**config.mk**
```make
export PLATFORM = sky130hd
export DESIGN_NAME = dmem_arbiter
export DESIGN_NICKNAME = d
export VERILOG_FILES = /design/src/rtl/dmem_arbiter.sv
export SDC_FILE = /design/constraint.sdc
export NUM_CORES = 1
export LEC_CHECK = 0
export ABC_AREA = 1
export BUFFER_PORTS_ARGS = -buffer_cell sky130_fd_sc_hd__buf_4
export CAP_MARGIN = 20
export CORE_AREA = 2 2 92 94
export CTS_BUF_LIST = sky130_fd_sc_hd__clkbuf_8
export CTS_CLUSTER_SIZE = 10
export DETAILED_ROUTE_END_ITERATION = 8
export DIE_AREA = 0 0 94 96
export GPL_ROUTABILITY_DRIVEN = 0
export HOLD_SLACK_MARGIN = 0.06
export PLACE_DENSITY_LB_ADDON = 0.08
export SYNTH_ARGS = -nofsm -noshare
export SYNTH_HDL_FRONTEND = slang
export SYNTH_SLANG_ARGS = --single-unit
```
**constraint.sdc**
```tcl
create_clock -name clock -period 1.4 [get_ports clock]
set_input_delay 0.28 -clock clock [delete_from_list [all_inputs] [get_ports clock]]
set_output_delay 0.28 -clock clock [all_outputs]
set_load 0.005 [all_outputs]
```
**src/rtl/dmem_arbiter.sv**
```systemverilog
// Two-requester (processor P, loader L) arbiter for the single dmem port; round-robin when DMEM_ARB_RR_EN is defined.
// Latency: grant and steering are combinational; read data returns RD_LAT cycles after acceptance, tagged by owner.
// Backpressure: a refused requester holds its request; L is forced to win after MAX_WAIT refusals (priority mode).
module dmem_arbiter #(
  parameter int ADDR_W   = 12,
  parameter int DATA_W   = 32,
  parameter int RD_LAT   = 1,
  parameter int MAX_WAIT = 4
) (
  input  logic              clock,
  input  logic              reset,
  input  logic              p_req,
  input  logic              p_wren,
  input  logic [ADDR_W-1:0] p_addr,
  input  logic [DATA_W-1:0] p_data,
  output logic              p_gnt,
  output logic              p_rvalid,
  output logic [DATA_W-1:0] p_q,
  input  logic              l_req,
  input  logic              l_wren,
  input  logic [ADDR_W-1:0] l_addr,
  input  logic [DATA_W-1:0] l_data,
  output logic              l_gnt,
  output logic              l_rvalid,
  output logic [DATA_W-1:0] l_q,
  output logic [ADDR_W-1:0] address_dmem,
  output logic [DATA_W-1:0] data,
  output logic              wren,
  input  logic [DATA_W-1:0] q_dmem
);

  logic p_win;
  logic l_win;

`ifdef DMEM_ARB_RR_EN
  // rr_ptr: 0 = P preferred, 1 = L preferred
  logic rr_ptr;

  always_comb begin
    p_win = 1'b0;
    l_win = 1'b0;
    if (!reset) begin
      if (p_req && l_req) begin
        p_win = !rr_ptr;
        l_win = rr_ptr;
      end else begin
        p_win = p_req;
        l_win = l_req;
      end
    end
  end

  always_ff @(posedge clock) begin
    if (reset) begin
      rr_ptr <= 1'b0;
    end else if (p_win) begin
      rr_ptr <= 1'b1;
    end else if (l_win) begin
      rr_ptr <= 1'b0;
    end
  end
`else
  localparam logic [3:0] WAIT_LIM = 4'(MAX_WAIT);

  logic [3:0] wait_cnt;

  always_comb begin
    p_win = 1'b0;
    l_win = 1'b0;
    if (!reset) begin
      l_win = l_req && (!p_req || (wait_cnt >= WAIT_LIM));
      p_win = p_req && !l_win;
    end
  end

  // Counts consecutive contention losses of L; any cycle L is idle or served resets it.
  always_ff @(posedge clock) begin
    if (reset) begin
      wait_cnt <= 4'd0;
    end else if (!l_req || l_win) begin
      wait_cnt <= 4'd0;
    end else if (wait_cnt != 4'hF) begin
      wait_cnt <= wait_cnt + 4'd1;
    end
  end
`endif

  assign p_gnt = p_win;
  assign l_gnt = l_win;

  always_comb begin
    address_dmem = '0;
    data         = '0;
    wren         = 1'b0;
    if (p_win) begin
      address_dmem = p_addr;
      data         = p_data;
      wren         = p_wren;
    end else if (l_win) begin
      address_dmem = l_addr;
      data         = l_data;
      wren         = l_wren;
    end
  end

  logic              rd_acc;
  logic [RD_LAT-1:0] tag_vld;
  logic [RD_LAT-1:0] tag_own;

  assign rd_acc = (p_win && !p_wren) || (l_win && !l_wren);

  // Tag shift register mirrors the dmem read latency; owner 1 = L.
  always_ff @(posedge clock) begin
    if (reset) begin
      tag_vld <= '0;
      tag_own <= '0;
    end else begin
      tag_vld[0] <= rd_acc;
      tag_own[0] <= rd_acc && l_win;
      for (int i = 1; i < RD_LAT; i++) begin
        tag_vld[i] <= tag_vld[i-1];
        tag_own[i] <= tag_own[i-1];
      end
    end
  end

  assign p_rvalid = !reset && tag_vld[RD_LAT-1] && !tag_own[RD_LAT-1];
  assign l_rvalid = !reset && tag_vld[RD_LAT-1] &&  tag_own[RD_LAT-1];
  assign p_q      = q_dmem;
  assign l_q      = q_dmem;

endmodule

```
**Word level (Yosys, flattened, before mapping)**

Cells that the tools add are included.

- Add/sub/neg operators: 1
- Order comparisons: 1
- Equality and inequality tests: 1
- Mux-type cells: 8
- Reduce and logical (&&, ||, !) cells: 19

Operator list:

| kind | count |
|---|---|
| $mux 32 | 2 |
| $mux 12 | 2 |
| $logic_and 1x1->1 | 8 |
| $logic_not 1->1 | 7 |
| $add 4x1->4 const B | 1 |
| $ge 4x3->1 const B | 1 |
| $mux 1 | 4 |
| $ne 4x4->1 const B | 1 |
| $logic_or 1x1->1 | 3 |
| $reduce_or 2->1 | 1 |

- Register bits after elaboration: 6
- Output and inout port bits: 113
- Word-level logic and storage cells: 33

**Depth between registers and ports, before layout**

- Depth after elaboration: 9
- Mapped depth: 7

**Worst setup path after synthesis**

No wires, ideal clock.

- Kind: register -> output
- Start: register wait_cnt[2]
- End: output address_dmem[0]
- Arrival: 978 ps
- Required time: 1120 ps
- Path slack: 142 ps
- Stages on the path, launching flop included: 8
- Buffers on the path: 2
- Path through: dfxtp_1 > nor2_1 > nand2_1 > nand2_1 > buf_6 > buf_6 > nand3_1 > nand2_1

- Word-level cells in the longest chain between the ends: 7

Ends and longest elaborated chain:

| item | line | RTL |
|---|---|---|
| start: declaration | 65 | `logic [3:0] wait_cnt;` |
| start signal: assignment | 83 | `wait_cnt <= wait_cnt + 4'd1;` |
| $ge 4x3->1 (*) | 71 | `l_win = l_req && (!p_req \|\| (wait_cnt >= WAIT_LIM));` |
| $logic_or 1x1->1 (*) | 71 |  |
| $logic_and 1x1->1 (*) | 71 |  |
| $logic_not 1->1 | 72 | `p_win = p_req && !l_win;` |
| $logic_and 1x1->1 | 72 |  |
| $mux 1 | 70 | `if (!reset) begin` |
| $mux 12 (*) | 95 | `if (p_win) begin` |
| end: declaration | 26 | `output logic [ADDR_W-1:0] address_dmem,` |

Every way passes the cells marked *; elsewhere a longest branch is shown, timed or not.

**Worst setup path after layout**

- Start: register wait_cnt[3]
- End: output address_dmem[1]

The elaborated chain is that of the path after synthesis.

==> flow_summary.html <==
<table>
<tr><th>Metric</th><th>Value</th></tr>
<tr><th colspan="2">Timing</th></tr>
<tr><td>Max Clock Freq</td><td>616 MHz</td></tr>
<tr><td>Setup repair after global routing missed its margin</td><td>true</td></tr>
<tr><td>Final period util</td><td>1.16</td></tr>
<tr><td>Clock period minus final worst setup slack</td><td>1.62 ns</td></tr>
<tr><td>Worst hold margin</td><td>0.320 ns</td></tr>
<tr><td>Final hold violation count</td><td>0</td></tr>
<tr><td>Final setup vio count</td><td>47</td></tr>
<tr><td>Layout Skew</td><td>0.00159 ns</td></tr>
<tr><td>Post-layout worst setup margin</td><td>-0.224 ns</td></tr>
<tr><td>Number of max-slew violations in the final report</td><td>0</td></tr>
<tr><td>Final sum of negative setup slack</td><td>-8.63 ns</td></tr>
<tr><th colspan="2">Synthesis</th></tr>
<tr><td>Count of flip-flops with a built-in enable after synthesis</td><td>0</td></tr>
<tr><td>Compound-gate portion of the synthesized area</td><td>0.0101</td></tr>
<tr><td>Sequential element share of the synthesized area</td><td>0.0805</td></tr>
<tr><td>Synthesis warning total</td><td>0</td></tr>
<tr><td>Post-synth top area share</td><td>0.342</td></tr>
<tr><td>Syn Inst Count</td><td>252</td></tr>
<tr><td>Library cell occupying the most area in the post-synthesis netlist</td><td>buf_4</td></tr>
<tr><td>Top cells by instance count after synthesis</td><td>nand3_1, buf_4, nand2_1</td></tr>
<tr><td>Area share of fa/ha/maj cells after synthesis</td><td>0.00839</td></tr>
<tr><td>Cell Area, Synth</td><td>1490 sq um</td></tr>
<tr><td>Mux contribution to synthesized area</td><td>0</td></tr>
<tr><td>Cells taking the most area after synthesis</td><td>buf_4, nand3_1, nand2_1</td></tr>
<tr><td>XOR/XNOR Fraction of Synth Area</td><td>0.00587</td></tr>
<tr><td>Dominant synthesized flop cell</td><td>dfxtp_1</td></tr>
<tr><td>Post-synthesis simple-gate area fraction</td><td>0.468</td></tr>
<tr><td>Average footprint of a synthesized cell</td><td>5.92 sq um</td></tr>
<tr><td>Combinational family with the most area after synthesis</td><td>simple AND/OR/NAND/NOR gates</td></tr>
<tr><td>Synth cell types</td><td>19</td></tr>
<tr><td>Most common cell in the synthesized netlist</td><td>nand3_1</td></tr>
<tr><td>Async set-or-reset flop fraction in the synthesized netlist</td><td>0</td></tr>
<tr><td>Flip-flop and latch count after synthesis</td><td>6</td></tr>
<tr><td>Post-Synthesis Net Count</td><td>379</td></tr>
<tr><th colspan="2">Route</th></tr>
<tr><td>Wire length per cell</td><td>15.3 um</td></tr>
<tr><td>Drt total wl</td><td>6770 um</td></tr>
<tr><td>DRT Pass-1 Iters</td><td>4</td></tr>
<tr><td>First-iteration detailed-routing DRC count</td><td>51</td></tr>
<tr><td>Number of remaining DRC errors</td><td>0</td></tr>
<tr><td>Total via count after detailed routing</td><td>1957</td></tr>
<tr><td>Detailed-route vias per instance</td><td>4.43</td></tr>
<tr><td>Post-detailed-route count of antenna-violating nets</td><td>0</td></tr>
<tr><th colspan="2">Critical path</th></tr>
<tr><td>Worst-case reg-to-reg path depth</td><td>7</td></tr>
<tr><td>Slowest stage delay, CP</td><td>0.33 ns</td></tr>
<tr><td>Slowest cell on crit path</td><td>dfxtp_2</td></tr>
<tr><td>Endpoint required time on the critical path</td><td>1.12 ns</td></tr>
<tr><td>Crit path launch</td><td>wait_cnt[3]$_SDFFE_PP0P_</td></tr>
<tr><td>Family with the most delay on the worst path</td><td>buffers and inverters</td></tr>
<tr><td>WP depth</td><td>7</td></tr>
<tr><td>Worst-path maximum fanout</td><td>7</td></tr>
<tr><td>Worst reg-to-reg setup slack</td><td>0.28 ns</td></tr>
<tr><td>Endpoint of the lowest-slack register-to-register path</td><td>tag_vld$_SDFF_PP0_</td></tr>
<tr><td>Sum of buffers and inverters on the critical path</td><td>3</td></tr>
<tr><td>Worst setup path class</td><td>reg2out</td></tr>
<tr><td>Data arrival time at the worst-slack endpoint</td><td>1.34 ns</td></tr>
<tr><td>Crit path capture</td><td>address_dmem[1]</td></tr>
<tr><td>Sort of element at the end of the critical path</td><td>primary output</td></tr>
<tr><td>Startpoint kind of the worst setup timing path</td><td>register</td></tr>
<tr><td>Worst reg2reg path startpoint</td><td>wait_cnt[3]$_SDFFE_PP0P_</td></tr>
<tr><td>Cell breakdown of the critical path</td><td>nor2_4 -&gt; nand2_4 -&gt; buf_12 -&gt; clkbuf_16 -&gt; nand3_2 -&gt; nand2_1 -&gt; buf_4</td></tr>
<tr><th colspan="2">Power</th></tr>
<tr><td>Peak supply drop</td><td>0.000238 V</td></tr>
<tr><td>Static leakage power</td><td>0.00144 uW</td></tr>
<tr><td>Power density relative to cell area</td><td>439 nW/um^2</td></tr>
<tr><th colspan="2">Die</th></tr>
<tr><td>Std-Cell Rows</td><td>33</td></tr>
<tr><td>Height of the chip</td><td>96 um</td></tr>
<tr><td>Number of primary I/O pins</td><td>239</td></tr>
<tr><td>Starting utilization of the core area</td><td>0.185</td></tr>
<tr><td>Core box area</td><td>8050 sq um</td></tr>
<tr><td>Die ar.</td><td>9020 sq um</td></tr>
<tr><td>Horizontal die dimension</td><td>94 um</td></tr>
<tr><th colspan="2">Global routing</th></tr>
<tr><td>Global-route wire length before repair</td><td>9360 um</td></tr>
<tr><td>Global-route usage over all layers</td><td>0.134</td></tr>
<tr><td>Total congestion overflow after global routing</td><td>0</td></tr>
<tr><td>Number of antenna violations at the first check in global routing</td><td>0</td></tr>
<tr><td>Via count of the first global-routing pass</td><td>1809</td></tr>
<tr><td>Largest net degree at the start of global routing</td><td>35</td></tr>
<tr><th colspan="2">Placed design</th></tr>
<tr><td>Count of buffers from port buffering</td><td>142</td></tr>
<tr><td>Detail Placement HPWL</td><td>4540 um</td></tr>
<tr><th colspan="2">Clock network</th></tr>
<tr><td>TritonCTS clock tree</td><td>done</td></tr>
<tr><td>Number of buffers between clock root and the deepest sink</td><td>2</td></tr>
<tr><td>Count of clock tree sinks</td><td>6</td></tr>
<tr><td>Clock transition time at the flip-flop clock pins of the worst setup and hold paths</td><td>0.04 ns</td></tr>
<tr><td>H-tree depth reported by CTS</td><td>1</td></tr>
<tr><td># hold bufs at CTS</td><td>0</td></tr>
<tr><td>Number of buffers inserted during clock tree synthesis</td><td>3</td></tr>
<tr><td>Worst-skew pair later-pin latency</td><td>0.22 ns</td></tr>
<tr><td>Clock root buffer</td><td>clkbuf_8</td></tr>
<tr><th colspan="2">Run status</th></tr>
<tr><td>Failing checks</td><td>setup timing</td></tr>
<tr><td>Outcome</td><td>finished with violations</td></tr>
<tr><th colspan="2">Final layout</th></tr>
<tr><td>Layout cell share with drive strength beyond 1</td><td>0.602</td></tr>
<tr><td>Number of nets in the finished design</td><td>466</td></tr>
<tr><td>Number of filler instances in the final layout</td><td>905</td></tr>
<tr><td>Total inserted antenna cells</td><td>0</td></tr>
<tr><td>Area growth from synthesis to layout</td><td>78.8%</td></tr>
<tr><th colspan="2">Hold path</th></tr>
<tr><td>Worst hold-check path type</td><td>in2reg</td></tr>
<tr><td>Startpoint of the tightest hold check path</td><td>p_wren</td></tr>
<tr><th colspan="2">Flow run</th></tr>
<tr><td>Max-cap viol count</td><td>0</td></tr>
</table>
power by group:
group	switching [uW]	internal (uW)
registers	2.95	177
logic	290	436
clock network	80.0	185
total	372	799
worst min path at each step:
stage	to	slack (ns)	depth (start not counted)
4_1_cts	tag_vld$_SDFF_PP0_	0.32	4
2_1_floorplan	wait_cnt[0]$_SDFFE_PP0P_	0.41	1
3_3_place_gp	wait_cnt[0]$_SDFFE_PP0P_	0.44	1
3_5_place_dp	wait_cnt[0]$_SDFFE_PP0P_	0.44	1
6_report	tag_vld$_SDFF_PP0_	0.32	4
5_1_grt	tag_vld$_SDFF_PP0_	0.32	4
per-stage QoR:
stage	cells	cell area, sq um	util	total power [uW]	setup slack (ns)
after floorplan	252	1490	-	533	0.142
after global placement	430	2230	0.277	777	-0.0535
after detailed placement	430	2230	0.277	775	-0.0557
after CTS	438	2430	0.301	1110	-0.214
after global routing	442	2670	0.331	1270	-0.281
final	442	2670	0.331	1170	-0.224
layer usage:
layer  global-route usage  vias up  share of wire
li1                     -      941              -
met1                0.144      887           0.38
met2                0.254      114           0.52
met3               0.0399       15          0.094
met4               0.0374        0          0.014
met5                    0        -              0
worst register-to-register path: stages, from the launching register on:
cell and delay [ns]:
dfxtp_2 0.35, nor2_4 0.05, nand2_4 0.11, nand2_8 0.10, clkbuf_16 0.18, buf_4 0.13
nand3_1 0.05, nand2_1 0.04
logic make-up (layout without fill, tap and decap cells):
kind of cell,count (synthesis),count (layout)
simple gates,150,150
buf+inv,90,175
fa+ha+maj,1,1
xor+xnor,1,1
flops,6,6
other cells,1,1
compound gates,3,3
cells in the final DEF (no fill, tap or decap), types with 4 or more instances in the layout:
cell type	n
nand3_2	19
buf_12	6
nand2_2	9
nand3_1	74
inv_1	7
buf_6	7
buf_4	146
nand2_1	39
dfxtp_1	4
final cells by class:
class                           count  area, sq um  share of cell area
Inverter                            7         26.3             0.00985
Clock buffer                        3         41.3              0.0155
Sequential cell                     6          123              0.0460
Timing Repair Buffer              165         1450               0.545
Tap cell                          105          131              0.0493
Multi-Input combinational cell    156          892               0.335
sequential cells by signal, indices dropped and copies added (netlist names):
| name | cells |
|---|---|
| tag_own | 1 |
| tag_vld | 1 |
| wait_cnt | 4 |
repair_timing:
item                                    in CTS  in global routing
gates cloned                                 3                  3
buffers inserted                             2                  1
endpoints found under the setup margin      47                 47
endpoints found under the hold margin        0                  0
gates resized for setup                     16                 37
pin swaps                                    1                 19
Power figures use the tool's default switching activity.
